**src/rtl/game_phase_ctrl_if.sv**
```systemverilog
// ---------------------------------------------------------------------------
// game_phase_ctrl_if : game sequencer control/status bundle
// Rev 1.0
// ---------------------------------------------------------------------------
`default_nettype none

interface game_phase_ctrl_if;
  logic        mode_valid;
  logic [1:0]  mode;
  logic        end_game_early;
  logic        tutorial_done;
  logic        restart;
  logic [31:0] random;
  logic        pause;
  logic [2:0]  phase;
  logic        logo;
  logic        select_mode_screen;
  logic        game_active;
  logic        end_of_game;
  logic        play_again;
  logic        two_player;
  logic [7:0]  seconds_left;
  logic        sec_tick;
  logic        snitch_powerup;
  logic        time_turner_on;

  modport slave (
    input  mode_valid, mode, end_game_early, tutorial_done, restart, random, pause,
    output phase, logo, select_mode_screen, game_active, end_of_game, play_again,
           two_player, seconds_left, sec_tick, snitch_powerup, time_turner_on
  );

  modport master (
    output mode_valid, mode, end_game_early, tutorial_done, restart, random, pause,
    input  phase, logo, select_mode_screen, game_active, end_of_game, play_again,
           two_player, seconds_left, sec_tick, snitch_powerup, time_turner_on
  );
endinterface

`default_nettype wire

```
**src/rtl/game_phase_ctrl.sv**
```systemverilog
// ---------------------------------------------------------------------------
// game_phase_ctrl : screen sequencer, 1 s timebase and power-up scheduler.
// Optional pause support is built when PAUSE_EN is defined.
// Rev 1.0
// ---------------------------------------------------------------------------
`default_nettype none

module game_phase_ctrl #(
  parameter int TICKS_PER_SEC = 50000000,
  parameter int LOGO_SEC      = 5,
  parameter int GAME_SEC      = 60,
  parameter int SCORE_SEC     = 4,
  parameter int PWR_LEN_SEC   = 4
) (
  input  wire logic           clock,
  input  wire logic           reset,
  game_phase_ctrl_if.slave    bus
);

  localparam int PW = (TICKS_PER_SEC > 1) ? $clog2(TICKS_PER_SEC) : 1;

  localparam logic [2:0] LOGO     = 3'd0;
  localparam logic [2:0] SELECT   = 3'd1;
  localparam logic [2:0] PLAY     = 3'd2;
  localparam logic [2:0] TUTORIAL = 3'd3;
  localparam logic [2:0] SCORE    = 3'd4;
  localparam logic [2:0] AGAIN    = 3'd5;

  logic [2:0]    r_phase;
  logic [2:0]    w_phase_nxt;
  logic [PW-1:0] r_presc;
  logic [7:0]    r_sec;
  logic [7:0]    r_secs_left;
  logic          r_two_player;
  logic [7:0]    r_s;
  logic [7:0]    r_t;
  logic          r_snitch;
  logic          r_tt;
  logic          w_run;
  logic          w_tick;
  logic          w_trans;
  logic          w_play_entry;
  logic [8:0]    w_s_raw;
  logic [8:0]    w_t_raw;
  logic [7:0]    w_s;
  logic [7:0]    w_t;
  logic          w_snitch_win;
  logic          w_tt_win;
  logic          w_unused;

`ifdef PAUSE_EN
  logic r_paused;

  always_ff @(posedge clock or posedge reset) begin
    if (reset) begin
      r_paused <= 1'b0;
    end else if (w_trans) begin
      r_paused <= 1'b0;
    end else if (r_phase == PLAY && bus.pause) begin
      r_paused <= ~r_paused;
    end
  end

  assign w_run = ~r_paused;
`else
  logic w_unused_pause;
  assign w_unused_pause = bus.pause;
  assign w_run          = 1'b1;
`endif

  assign w_unused = ^{bus.random[31:13], bus.random[7:5]};

  assign w_tick = w_run && (r_presc == PW'(TICKS_PER_SEC - 1));

  always_comb begin
    w_phase_nxt = r_phase;
    case (r_phase)
      LOGO:     if (w_tick && r_sec == 8'(LOGO_SEC - 1)) w_phase_nxt = SELECT;
      SELECT:   if (bus.mode_valid && bus.mode != 2'd3)
                  w_phase_nxt = (bus.mode == 2'd2) ? TUTORIAL : PLAY;
      PLAY:     if (bus.end_game_early) w_phase_nxt = SCORE;
                else if (w_tick && r_secs_left <= 8'd1) w_phase_nxt = SCORE;
      TUTORIAL: if (bus.tutorial_done || bus.end_game_early) w_phase_nxt = AGAIN;
      SCORE:    if (w_tick && r_sec == 8'(SCORE_SEC - 1)) w_phase_nxt = AGAIN;
      AGAIN:    if (bus.restart) w_phase_nxt = SELECT;
      default:  w_phase_nxt = LOGO;
    endcase
  end

  assign w_trans      = (w_phase_nxt != r_phase);
  assign w_play_entry = (r_phase == SELECT) && (w_phase_nxt == PLAY);

  // Window ends are clamped so a window never starts at or beyond the round length.
  assign w_s_raw = 9'(PWR_LEN_SEC) + {4'd0, bus.random[4:0]};
  assign w_t_raw = 9'(PWR_LEN_SEC) + {4'd0, bus.random[12:8]};
  assign w_s     = (w_s_raw >= 9'(GAME_SEC)) ? 8'(GAME_SEC - 1) : w_s_raw[7:0];
  assign w_t     = (w_t_raw >= 9'(GAME_SEC)) ? 8'(GAME_SEC - 1) : w_t_raw[7:0];

  assign w_snitch_win = (r_secs_left > (r_s - 8'(PWR_LEN_SEC))) && (r_secs_left <= r_s);
  assign w_tt_win     = (r_secs_left > (r_t - 8'(PWR_LEN_SEC))) && (r_secs_left <= r_t)
                        && !r_two_player && !w_snitch_win;

  always_ff @(posedge clock or posedge reset) begin
    if (reset) begin
      r_phase      <= LOGO;
      r_presc      <= '0;
      r_sec        <= 8'd0;
      r_secs_left  <= 8'd0;
      r_two_player <= 1'b0;
      r_s          <= 8'd0;
      r_t          <= 8'd0;
      r_snitch     <= 1'b0;
      r_tt         <= 1'b0;
    end else begin
      r_phase <= w_phase_nxt;

      if (w_trans) begin
        r_presc <= '0;
        r_sec   <= 8'd0;
      end else if (w_run) begin
        r_presc <= w_tick ? '0 : r_presc + 1'b1;
        if (w_tick) r_sec <= r_sec + 8'd1;
      end

      if (w_play_entry) begin
        r_secs_left  <= 8'(GAME_SEC);
        r_two_player <= bus.mode[0];
        r_s          <= w_s;
        r_t          <= w_t;
      end else if (r_phase == PLAY && !bus.end_game_early && w_tick && r_secs_left != 8'd0) begin
        r_secs_left <= r_secs_left - 8'd1;
      end

      if (w_run) begin
        r_snitch <= (r_phase == PLAY) && w_snitch_win;
        r_tt     <= (r_phase == PLAY) && w_tt_win;
      end
    end
  end

  assign bus.phase              = r_phase;
  assign bus.logo               = (r_phase == LOGO);
  assign bus.select_mode_screen = (r_phase == SELECT);
  assign bus.game_active        = (r_phase == PLAY) || (r_phase == TUTORIAL);
  assign bus.end_of_game        = (r_phase == SCORE);
  assign bus.play_again         = (r_phase == AGAIN);
  assign bus.two_player         = r_two_player;
  assign bus.seconds_left       = r_secs_left;
  assign bus.sec_tick           = w_tick;
  // Gating keeps the last PLAY-cycle window value from leaking into SCORE.
  assign bus.snitch_powerup     = r_snitch && (r_phase == PLAY);
  assign bus.time_turner_on     = r_tt && (r_phase == PLAY);

endmodule

`default_nettype wire
```
**src/flat_wrapper.sv**
```systemverilog
// flat-port wrapper written by rule: the top's interface ports become plain ports
module game_phase_ctrl_flat 
#(
  parameter int TICKS_PER_SEC = 50000000,
  parameter int LOGO_SEC      = 5,
  parameter int GAME_SEC      = 60,
  parameter int SCORE_SEC     = 4,
  parameter int PWR_LEN_SEC   = 4
)
  (clock, reset, bus_mode_valid, bus_mode, bus_end_game_early, bus_tutorial_done, bus_restart, bus_random, bus_pause, bus_phase, bus_logo, bus_select_mode_screen, bus_game_active, bus_end_of_game, bus_play_again, bus_two_player, bus_seconds_left, bus_sec_tick, bus_snitch_powerup, bus_time_turner_on);
  game_phase_ctrl_if bus_i ();
  input  wire logic clock;
  input  wire logic reset;
  input wire logic [$bits(bus_i.mode_valid)-1:0] bus_mode_valid;
  input wire logic [$bits(bus_i.mode)-1:0] bus_mode;
  input wire logic [$bits(bus_i.end_game_early)-1:0] bus_end_game_early;
  input wire logic [$bits(bus_i.tutorial_done)-1:0] bus_tutorial_done;
  input wire logic [$bits(bus_i.restart)-1:0] bus_restart;
  input wire logic [$bits(bus_i.random)-1:0] bus_random;
  input wire logic [$bits(bus_i.pause)-1:0] bus_pause;
  output wire logic [$bits(bus_i.phase)-1:0] bus_phase;
  output wire logic [$bits(bus_i.logo)-1:0] bus_logo;
  output wire logic [$bits(bus_i.select_mode_screen)-1:0] bus_select_mode_screen;
  output wire logic [$bits(bus_i.game_active)-1:0] bus_game_active;
  output wire logic [$bits(bus_i.end_of_game)-1:0] bus_end_of_game;
  output wire logic [$bits(bus_i.play_again)-1:0] bus_play_again;
  output wire logic [$bits(bus_i.two_player)-1:0] bus_two_player;
  output wire logic [$bits(bus_i.seconds_left)-1:0] bus_seconds_left;
  output wire logic [$bits(bus_i.sec_tick)-1:0] bus_sec_tick;
  output wire logic [$bits(bus_i.snitch_powerup)-1:0] bus_snitch_powerup;
  output wire logic [$bits(bus_i.time_turner_on)-1:0] bus_time_turner_on;
  assign bus_i.mode_valid = bus_mode_valid;
  assign bus_i.mode = bus_mode;
  assign bus_i.end_game_early = bus_end_game_early;
  assign bus_i.tutorial_done = bus_tutorial_done;
  assign bus_i.restart = bus_restart;
  assign bus_i.random = bus_random;
  assign bus_i.pause = bus_pause;
  assign bus_phase = bus_i.phase;
  assign bus_logo = bus_i.logo;
  assign bus_select_mode_screen = bus_i.select_mode_screen;
  assign bus_game_active = bus_i.game_active;
  assign bus_end_of_game = bus_i.end_of_game;
  assign bus_play_again = bus_i.play_again;
  assign bus_two_player = bus_i.two_player;
  assign bus_seconds_left = bus_i.seconds_left;
  assign bus_sec_tick = bus_i.sec_tick;
  assign bus_snitch_powerup = bus_i.snitch_powerup;
  assign bus_time_turner_on = bus_i.time_turner_on;
  game_phase_ctrl #(.TICKS_PER_SEC(TICKS_PER_SEC), .LOGO_SEC(LOGO_SEC), .GAME_SEC(GAME_SEC), .SCORE_SEC(SCORE_SEC), .PWR_LEN_SEC(PWR_LEN_SEC)) u_core (.clock(clock), .reset(reset), .bus(bus_i));
endmodule
```
**config.mk**
```make
export PLATFORM = sky130hd
export DESIGN_NAME = game_phase_ctrl_flat
export DESIGN_NICKNAME = d
export VERILOG_FILES = /design/src/rtl/game_phase_ctrl_if.sv /design/src/rtl/game_phase_ctrl.sv /design/src/flat_wrapper.sv
export SDC_FILE = /design/constraint.sdc
export NUM_CORES = 1
export LEC_CHECK = 0
export BUFFER_PORTS_ARGS = -buffer_cell sky130_fd_sc_hd__buf_4
export CELL_PAD_IN_SITES_DETAIL_PLACEMENT = 1
export CELL_PAD_IN_SITES_GLOBAL_PLACEMENT = 2
export CORE_MARGIN = 2
export CORE_UTILIZATION = 32
export CTS_CLUSTER_DIAMETER = 100
export DETAILED_ROUTE_END_ITERATION = 8
export HOLD_SLACK_MARGIN = 0.1
export PLACE_DENSITY = 0.79
export RECOVER_POWER = 100
export SETUP_SLACK_MARGIN = 0.2
export SKIP_LAST_GASP = 1
export SLEW_MARGIN = 20
export SYNTH_ARGS = -nofsm -noshare
export SYNTH_HDL_FRONTEND = slang
export SYNTH_SLANG_ARGS = --single-unit
```
**constraint.sdc**
```tcl
create_clock -name clock -period 1.9 [get_ports clock]
set_input_delay 0.285 -clock clock [delete_from_list [all_inputs] [get_ports clock]]
set_output_delay 0.285 -clock clock [all_outputs]
set_load 0.1 [all_outputs]
```
==> results of run 1 <==
[tightest hold or removal path: stages]
cell and delay [ns]:
buf_4 0.08, nand2_1 0.04, nand2_1 0.05
[metrics by stage]
stage	area, um2	power (uW)	utilization
6_report	6210	3390	0.513
2_1_floorplan	4260	1540	-
3_3_place_gp	5290	1650	0.437
3_5_place_dp	5290	1670	0.437
5_1_grt	6210	3530	0.513
4_1_cts	5990	3410	0.495
[layout make-up]
class / count / area [um2] / share of cell area
Tap cell: 168 / 210 / 0.0339
Sequential cell: 60 / 1510 / 0.244
Inverter: 26 / 118 / 0.0189
Timing Repair Buffer: 142 / 1290 / 0.207
Clock inverter: 5 / 60.1 / 0.00968
Multi-Input combinational cell: 335 / 2770 / 0.445
Clock buffer: 11 / 253 / 0.0407
[sequential cells by signal, summed over array words and instances (netlist names)]
name / cells
u_core.r_tt: 1
u_core.bus.phase: 3
u_core.r_presc: 26
u_core.r_sec: 8
u_core.r_snitch: 1
u_core.bus.two_player: 1
u_core.r_s: 6
u_core.r_t: 6
u_core.bus.seconds_left: 8
[power by group]
group	internal, uW	total (uW)	leakage [uW]	switching (uW)
Clock	1090	1720	0.000152	635
Sequential	1300	1320	0.000699	25.0
Combinational	139	348	0.00185	208
Total	2520	3390	0.00270	868
[routing by layer]
| metal | routed length [um] | part of all wire | track usage | vias up |
|---|---|---|---|---|
| met5 | 0 | 0 | 0 | - |
| met2 | 7190 | 0.52 | 0.369 | 49 |
| li1 | - | - | - | 1856 |
| met3 | 344 | 0.025 | 0.0445 | 15 |
| met4 | 218 | 0.016 | 0.0738 | 0 |
| met1 | 6040 | 0.44 | 0.254 | 1974 |
[synth_stat cells, types with 2 or more instances]
cell / count / area [um2]
o31ai_1: 6 / 45.0
buf_2: 2 / 10.0
nand2_1: 31 / 116
inv_1: 25 / 93.8
and2_1: 2 / 12.5
or4_1: 3 / 22.5
nor4b_1: 4 / 35.0
nand4_1: 18 / 113
nor3b_1: 4 / 30.0
a211oi_1: 3 / 22.5
o21a_1: 2 / 15.0
ha_1: 35 / 438
nor4_1: 7 / 43.8
a21oi_1: 14 / 70.1
o21ai_0: 21 / 105
clkbuf_1: 5 / 18.8
xnor2_1: 13 / 114
and3_1: 6 / 37.5
nor2_1: 38 / 143
xor2_1: 21 / 184
nand3b_1: 3 / 22.5
nand2b_1: 6 / 37.5
mux2i_1: 3 / 30.0
o211ai_1: 3 / 22.5
dfrtp_1: 60 / 1500
buf_6: 3 / 33.8
and4_1: 4 / 35.0
nor3_1: 12 / 60.1
a21o_1: 3 / 22.5
nor4_2: 2 / 25.0
a2111oi_0: 2 / 17.5
nor2_2: 10 / 62.6
a31oi_1: 2 / 12.5
or3_1: 3 / 18.8
nand3_1: 27 / 135
[worst paths after layout]
path | start | end | slack (ns) | cells after the start
max | u_core.r_presc[8] | bus_sec_tick | -0.36 | 6
min | bus_mode[0] | u_core.bus.two_player | 0.15 | 3
max reg2reg | u_core.r_presc[8] | u_core.r_sec[3] | -0.31 | 8
min reg2reg | u_core.r_t[0] | u_core.r_t[0] | 0.49 | 2
max in group asynchronous | reset | u_core.r_presc[11] | 0.24 | 5
min in group asynchronous | reset | u_core.r_presc[10] | 0.53 | 3
[logic make-up after synthesis]
kind of cell,Yosys count,synth area share
AOI/OAI and AO/OA,67,0.108
muxes,3,0.00750
DFF,60,0.375
buffers and inverters,37,0.0434
and+or+nand+nor,196,0.282
adders and majority gates,35,0.109
xor gates and xnor gates,34,0.0744
[repair_timing]
item,CTS,global route
pin swaps,20,19
endpoints found under the hold margin,10,0
endpoints found under the setup margin,62,58
cloned,2,1
setup buffers,12,9
gates resized for setup,53,51
hold buffers,1,0
[cell usage in the layout (no fill, tap or decap), drive strengths merged, types with 4 or more instances in the layout]
| cell type | n |
|---|---|
| nor3b | 4 |
| nand2b | 6 |
| and3 | 6 |
| or4 | 5 |
| nor3 | 13 |
| nand4 | 19 |
| dfrtp | 60 |
| nor2 | 49 |
| nand3 | 28 |
| nand2 | 32 |
| o31ai | 6 |
| inv | 25 |
| nor4b | 4 |
| xor2 | 21 |
| o21ai | 22 |
| buf | 118 |
| a21oi | 14 |
| clkbuf | 34 |
| xnor2 | 13 |
| nor4 | 10 |
| and4 | 4 |
| ha | 35 |
==> qor.yml, run 1 <==
crit_chain: "nor4b_1 -> and4_1 -> nand3_4 -> buf_12 -> inv_16 -> buf_16"
path_max_fanout: 2
grt_max_degree: 25
htreeDepth: 3
avgSynthCellArea_um2: 9.27
drt_iter0_markers: 171
antenna_found_initial: 0
criticalPathCategory: "reg -> out"
cpPeakStageDelay_ns: 0.39
core_mm2: 0.0121
yosysWarnings: 0
num_io_pins: 61
gp_congestion: 0.798
synth_edf_count: 0
max-slew-margin-rel: 0.534
grt_pass1_wl_um: 21400
nets: 650
placementRows: 40
crit_slowest_cell: "dfrtp_1"
finalWorstSetupSlack_ns: -0.362
tns_ns: -9.11
violations: "setup timing"
grt_pass1_vias: 4198
dp_hpwl_um: 9240
grt_overflow: 0
min_period_over_period: 1.19
peakVddDrop_mv: 0.299
clock.fmax_ghz: 0.442
clockBufferDepth: 2
status: "complete, but fails checks"
hold_viol: 0
tightest_slew_ns: 0.699
cp_top_family: "simple AND/OR/NAND/NOR gates"
path_clk_slew_ns: 0.06
setup_viol: 51
fill_cells: 1348
dp_cells: 706
min_period_ns: 2.26
drt_pass1_iterations: 5
hold-worst-slack_ns: 0.147
vias_per_cell: 5.21
tritoncts: "yes"
cts_sinks: 60
worstPathArrival_ns: 1.98
drc: 0
cp_num_buf_inv: 3
vias: 3894
final_antenna_net_count: 0
finClkSkew_ns: 0.00523
synth-seq-cells: 60
maxCapViolCount: 0
ys.flop_type: "dfrtp_1"
hold_class: "in -> reg"
dp_slack_ns: -0.278
area_growth_pct: 55.1
synth_nets: 508
cp-end-kind: "primary output"
stdcell_count: 747
numCtsBuffers: 9
die-width_um: 116
synth_area_mm2: 0.00400
drt_wl_total_um: 13800
grtUsageTotal: 0.210
rsz0062_at_grt: "yes"
clkLatencyLatePin_ns: 0.34
yosysUniqueCellTypes: 64
finalMaxSlewViolations: 0
syn-instance-count: 432
power_leakage_uw: 0.00270
pwr_density_cell_mw_per_mm2: 546
drive_gt1_frac: 0.432
io_buffers: 37
start_kind: "flip-flop"
post_drt_wl_per_cell_um: 18.5
diodes: 0
synth_seq_area_share: 0.375
die_h_um: 116
die_area_mm2: 0.0134
critPathRequiredTime_ns: 1.62
synthArstFlopShare: 1.00
start_util: 0.330
cts_root_buffer: "clkbuf_16"
Power figures use the tool's default switching activity.
==> inputs of run 2 (changes only) <==
Settings changed: CORE_UTILIZATION 32 to 33, CTS_BUF_LIST from default to sky130_fd_sc_hd__clkbuf_8, PLACE_DENSITY 0.79 to 0.82.
==> run 2 against run 1 <==
  * The flow still finishes with violations (setup timing)
  * Setup slack improved by 0.081 ns
  * Critical path depth did not move
  * First-iteration DRC count fell by 33%
  * Clock skew rose by 0.010 ns
  * Combinational power barely moved
  * Clock power fell by 24%
  * Worst hold slack got worse by 0.012 ns
  * Via count rose by 3.0%
  * Sequential power barely moved
  * Cell count fell by 2.0%
  * Largest power group is now sequential cells
==> qor.yml, run 2 (synthesized netlist as in run 1, its figures left out) <==
vias_per_cell: 5.48
finClkSkew_ns: 0.0156
final_antenna_net_count: 0
die_area_mm2: 0.0130
tritoncts: "yes"
path_max_fanout: 2
cts_sinks: 60
drt_pass1_iterations: 4
pwr-share-clk: 0.441
cp-end-kind: "primary output"
drt_iter0_markers: 114
r2r_end: "u_core.bus.seconds_left[7]"
p_sw_uw: 809
nets: 656
maxCapViolCount: 0
max-slew-margin-rel: 0.390
io_buffers: 37
violations: "setup timing"
rrSetupSlack_ns: -0.25
grtUsageTotal: 0.220
min_to: "u_core.r_t[2]"
cts_root_buffer: "clkbuf_8"
post_drt_wl_per_cell_um: 19.7
die-width_um: 114
gp_congestion: 0.829
holdPathStages: 2
dpl_cell_area_mm2: 0.00525
finalMaxSlewViolations: 0
layout_common_cells: "99 x buf_4, 50 x dfrtp_1, 30 x nand2_1"
clockBufferDepth: 2
power_leakage_uw: 0.00268
stdcell_count: 732
top_register: "u_core.r_presc"
min_period_ns: 2.18
final_common_cell: "buf_4"
dp_hpwl_um: 9300
start_kind: "flip-flop"
r2r_cells: 7
pwr_density_cell_mw_per_mm2: 486
power.total_uw: 2970
num_io_pins: 61
vias: 4010
area_growth_pct: 52.6
die_h_um: 114
placementRows: 40
grt_pass1_wl_um: 22100
finalWorstSetupSlack_ns: -0.281
seqPwrFrac: 0.443
holdCritStartpoint: "bus_random[10]"
htreeDepth: 3
numCtsBuffers: 9
r2r-start: "u_core.r_presc[10]"
start_util: 0.336
hold_viol: 0
antenna_found_initial: 0
peakVddDrop_mv: 0.372
worstPathArrival_ns: 1.90
hold_class: "in -> reg"
grt_pass1_vias: 4383
tns_ns: -8.21
min_period_over_period: 1.15
dp_cells: 684
status: "complete, but fails checks"
sw_frac_of_total: 0.272
grt_overflow: 0
clock.fmax_ghz: 0.459
tightest_slew_ns: 0.915
rsz0062_at_grt: "yes"
criticalPathCategory: "reg -> out"
drc: 0
setup_viol: 50
path_clk_slew_ns: 0.08
p_int_uw: 2160
largest_reg_flops: 26
drive_gt1_frac: 0.439
drt_wl_total_um: 14400
diodes: 0
grt_max_degree: 61
critPathRequiredTime_ns: 1.62
clkLatencyLatePin_ns: 0.37
p_comb_frac: 0.116
final_area_mm2: 0.00611
core_mm2: 0.0119
==> run 2: cell type report <==
type | instances | area, um2
inverters | 26 | 123
multi-input cells | 336 | 2760
well taps | 147 | 184
clock inverters | 7 | 91.3
repair buffers | 147 | 1310
fillers | 1348 | 5800
clock buffers | 9 | 124
flip-flops and latches | 60 | 1510
==> run 2: worst max-delay path by stage <==
stage | startpoint | to | slack (ns) | depth (start not counted)
after CTS | u_core.r_presc[16] | bus_sec_tick | -0.32 | 6
after detailed placement | u_core.r_s[2] | u_core.r_tt | -0.25 | 7
after global placement | u_core.r_s[2] | u_core.r_tt | -0.17 | 7
after floorplan | u_core.bus.phase[0] | u_core.r_presc[10] | -0.64 | 6
final | u_core.r_presc[10] | bus_sec_tick | -0.28 | 6
after global routing | u_core.r_presc[10] | bus_sec_tick | -0.33 | 6
==> run 2: critical path, cell delays in order, from the launching register on <==
cell     delay, ns
dfrtp_1       0.40
or4_4         0.54
nor2_4        0.15
nand3_4       0.10
buf_12        0.15
inv_16        0.05
buf_16        0.15
==> run 2: power groups by stage <==
stage | clock, uW | sequential (uW) | combinational, uW
global placement | 0 | 1340 | 312
floorplan | 0 | 1370 | 162
finish | 1310 | 1310 | 346
global route | 1400 | 1320 | 380
CTS | 1340 | 1310 | 344
detailed placement | 0 | 1340 | 328
==> run 2: what timing repair did <==
action,4_1_cts,5_1_grt
setup buffers,11,16
hold buffers,1,0
cloned,2,2
hold endpoints to repair,60,0
pin swaps,22,21
endpoints found under the setup margin,63,67
resized for setup,53,57
==> run 2: per-stage QoR <==
step                utilization  worst slack, ns  hold slack (ns)
finish                    0.513           -0.281            0.135
global route              0.513           -0.328            0.133
CTS                       0.492           -0.324            0.124
detailed placement        0.440           -0.248            0.414
global placement          0.440           -0.171            0.406
floorplan                     -           -0.637            0.390
==> run 2: routing by layer <==
metal / routed length [um] / track usage / share of wire
met3: 314 / 0.0323 / 0.022
met4: 494 / 0.101 / 0.034
met2: 7960 / 0.417 / 0.55
met5: 0 / 0 / 0
met1: 5620 / 0.239 / 0.39
==> inputs of run 3 (changes only) <==
Settings changed: CORE_UTILIZATION 33 to 35.
Clock period 1.9 ns to 2.6 ns, I/O delays scaled along.
==> run 3 against run 2 <==
  * The flow now finishes without violations
  * Critical path depth down 1
  * Critical endpoint is now u_core.bus.seconds_left[5]
  * Cell area down 22%
  * Clock skew down 0.0040 ns
  * First-iteration DRC count down 9.6%
  * Critical path type is now reg -> reg
==> qor.yml, run 3 (synthesized netlist as in run 1, its figures left out) <==
status: "finished clean"
multi_input_area_mm2: 0.00237
vias: 3440
holdPathStages: 3
fill_cells: 1329
crit_chain: "or3b_1 -> nor2_2 -> nand4_4 -> o31ai_1 -> or3b_1"
p_comb_frac: 0.091
cpPeakStageDelay_ns: 0.60
worstPathArrival_ns: 2.54
drt_wl_total_um: 10900
drt_pass1_iterations: 4
critPathRequiredTime_ns: 2.82
sw_frac_of_total: 0.244
min_period_ns: 2.32
tns_ns: 0
cts_root_buffer: "clkbuf_8"
area_growth_pct: 19.3
drc: 0
start_util: 0.355
top_register: "u_core.r_presc"
maxCapViolCount: 0
p_int_uw: 1680
vias_per_cell: 5.41
finalWorstSetupSlack_ns: 0.279
dp_slack_ns: 0.252
rrSetupSlack_ns: 0.28
clkLatencyLatePin_ns: 0.35
io_buffers: 37
holdCritStartpoint: "bus_mode[0]"
clock.fmax_ghz: 0.431
grt_pass1_vias: 3773
grt_pass1_wl_um: 18500
max-slew-margin-rel: 0.114
die-width_um: 111
finalMaxSlewViolations: 0
die_h_um: 111
layout_common_cells: "57 x dfrtp_1, 44 x nor2_1, 34 x ha_1, 34 x buf_4, 31 x nand2_1"
antenna_found_initial: 0
pwr-share-clk: 0.477
core_mm2: 0.0113
drive_gt1_frac: 0.189
worst_path_most_repeated_cell: "or3b_1"
grt_overflow: 0
r2r-start: "u_core.bus.phase[0]"
cp-end-kind: "flip-flop"
die_area_mm2: 0.0123
hold_viol: 0
clockBufferDepth: 2
min_to: "u_core.bus.two_player"
p_sw_uw: 542
crit_slowest_cell: "dfrtp_1"
rsz0062_at_grt: "yes"
pwr_density_cell_mw_per_mm2: 465
dp_hpwl_um: 7940
tritoncts: "yes"
diodes: 0
seqPwrFrac: 0.432
tightest_slew_ns: 1.33
nets: 564
placementRows: 39
finClkSkew_ns: 0.0117
path_clk_slew_ns: 0.07
num_io_pins: 61
htreeDepth: 3
gp_congestion: 0.820
drt_iter0_markers: 103
grt_max_degree: 32
hold_buffers: 0
hold_class: "in -> reg"
r2r_cells: 5
peakVddDrop_mv: 0.217
cts_sinks: 60
final_common_cell: "dfrtp_1"
final_antenna_net_count: 0
post_drt_wl_per_cell_um: 17.1
min_period_over_period: 0.893
start_kind: "flip-flop"
numCtsBuffers: 9
criticalPathCategory: "reg -> reg"
power_leakage_uw: 0.00211
path_max_fanout: 13
largest_reg_flops: 26
regArea_mm2: 0.00151
setup_viol: 0
grtUsageTotal: 0.184
r2r_end: "u_core.bus.seconds_left[5]"
## run 3: cell count changes in the layout (fill, tap and decap cells not counted), sizes merged
cell         previous run  this run
or4                     6         5
bufinv                  2         3
inv                    24        26
clkbuf                 26        31
buf                   129        35
dlygate4sd3             1         0
clkinv                  5         2
clkinvlp                2         1
## run 3: worst max-delay path, delay by kind of cell, from the launching register on
| family | cells | cell delay (ns) |
|---|---|---|
| flip-flops | 1 | 0.60 |
| AND/OR/NAND/NOR | 4 | 1.31 |
| AO/OA/AOI/OAI | 1 | 0.28 |
## run 3: area by class of cell
class | instances | area share
clock buffers | 10 | 0.0288
clock inverters | 6 | 0.0233
inverters | 26 | 0.0220
multi-input cells | 335 | 0.496
flip-flops and latches | 60 | 0.315
well taps | 143 | 0.0375
repair buffers | 56 | 0.0773
## run 3: worst max path at each step
stage	from	endpoint	slack, ns	depth (start not counted)
after global routing	u_core.bus.phase[0]	u_core.bus.seconds_left[5]	0.13	5
after detailed placement	u_core.r_s[2]	u_core.r_tt	0.25	8
after CTS	u_core.r_presc[9]	bus_sec_tick	0.23	5
after global placement	u_core.r_presc[9]	u_core.bus.seconds_left[7]	0.29	6
after floorplan	u_core.bus.phase[0]	u_core.r_sec[0]	0.06	6
final	u_core.bus.phase[0]	u_core.bus.seconds_left[5]	0.28	5
## run 3: per-layer routing
metal | vias up | track usage | wire length [um]
met5 | - | 0 | 0
met4 | 0 | 0.0317 | 73
met3 | 6 | 0.0399 | 236
met2 | 29 | 0.341 | 5660
met1 | 1732 | 0.223 | 4890
li1 | 1673 | - | -
## run 3: stage by stage
stage          instances  utilization  hold slack [ns]  area, um2  power (uW)
2_1_floorplan        432            -            0.441       4040        1110
3_3_place_gp         614        0.403            0.464       4540        1180
3_5_place_dp         614        0.403            0.481       4540        1190
4_1_cts              631        0.428            0.230       4820        2260
5_1_grt              636        0.424            0.261       4780        2330
6_report             636        0.424            0.249       4780        2220
## run 3: timing repair
item                       4_1_cts  5_1_grt
resized for setup                7        9
setup buffers                    1        5
pin swaps                        1        2
setup endpoints to repair        1        6
## run 3: power groups by stage
stage / combinational, uW / sequential (uW) / clock (uW)
4_1_cts: 212 / 960 / 1090
3_5_place_dp: 211 / 978 / 0
5_1_grt: 231 / 962 / 1140
2_1_floorplan: 109 / 1000 / 0
6_report: 202 / 960 / 1060
3_3_place_gp: 202 / 978 / 0
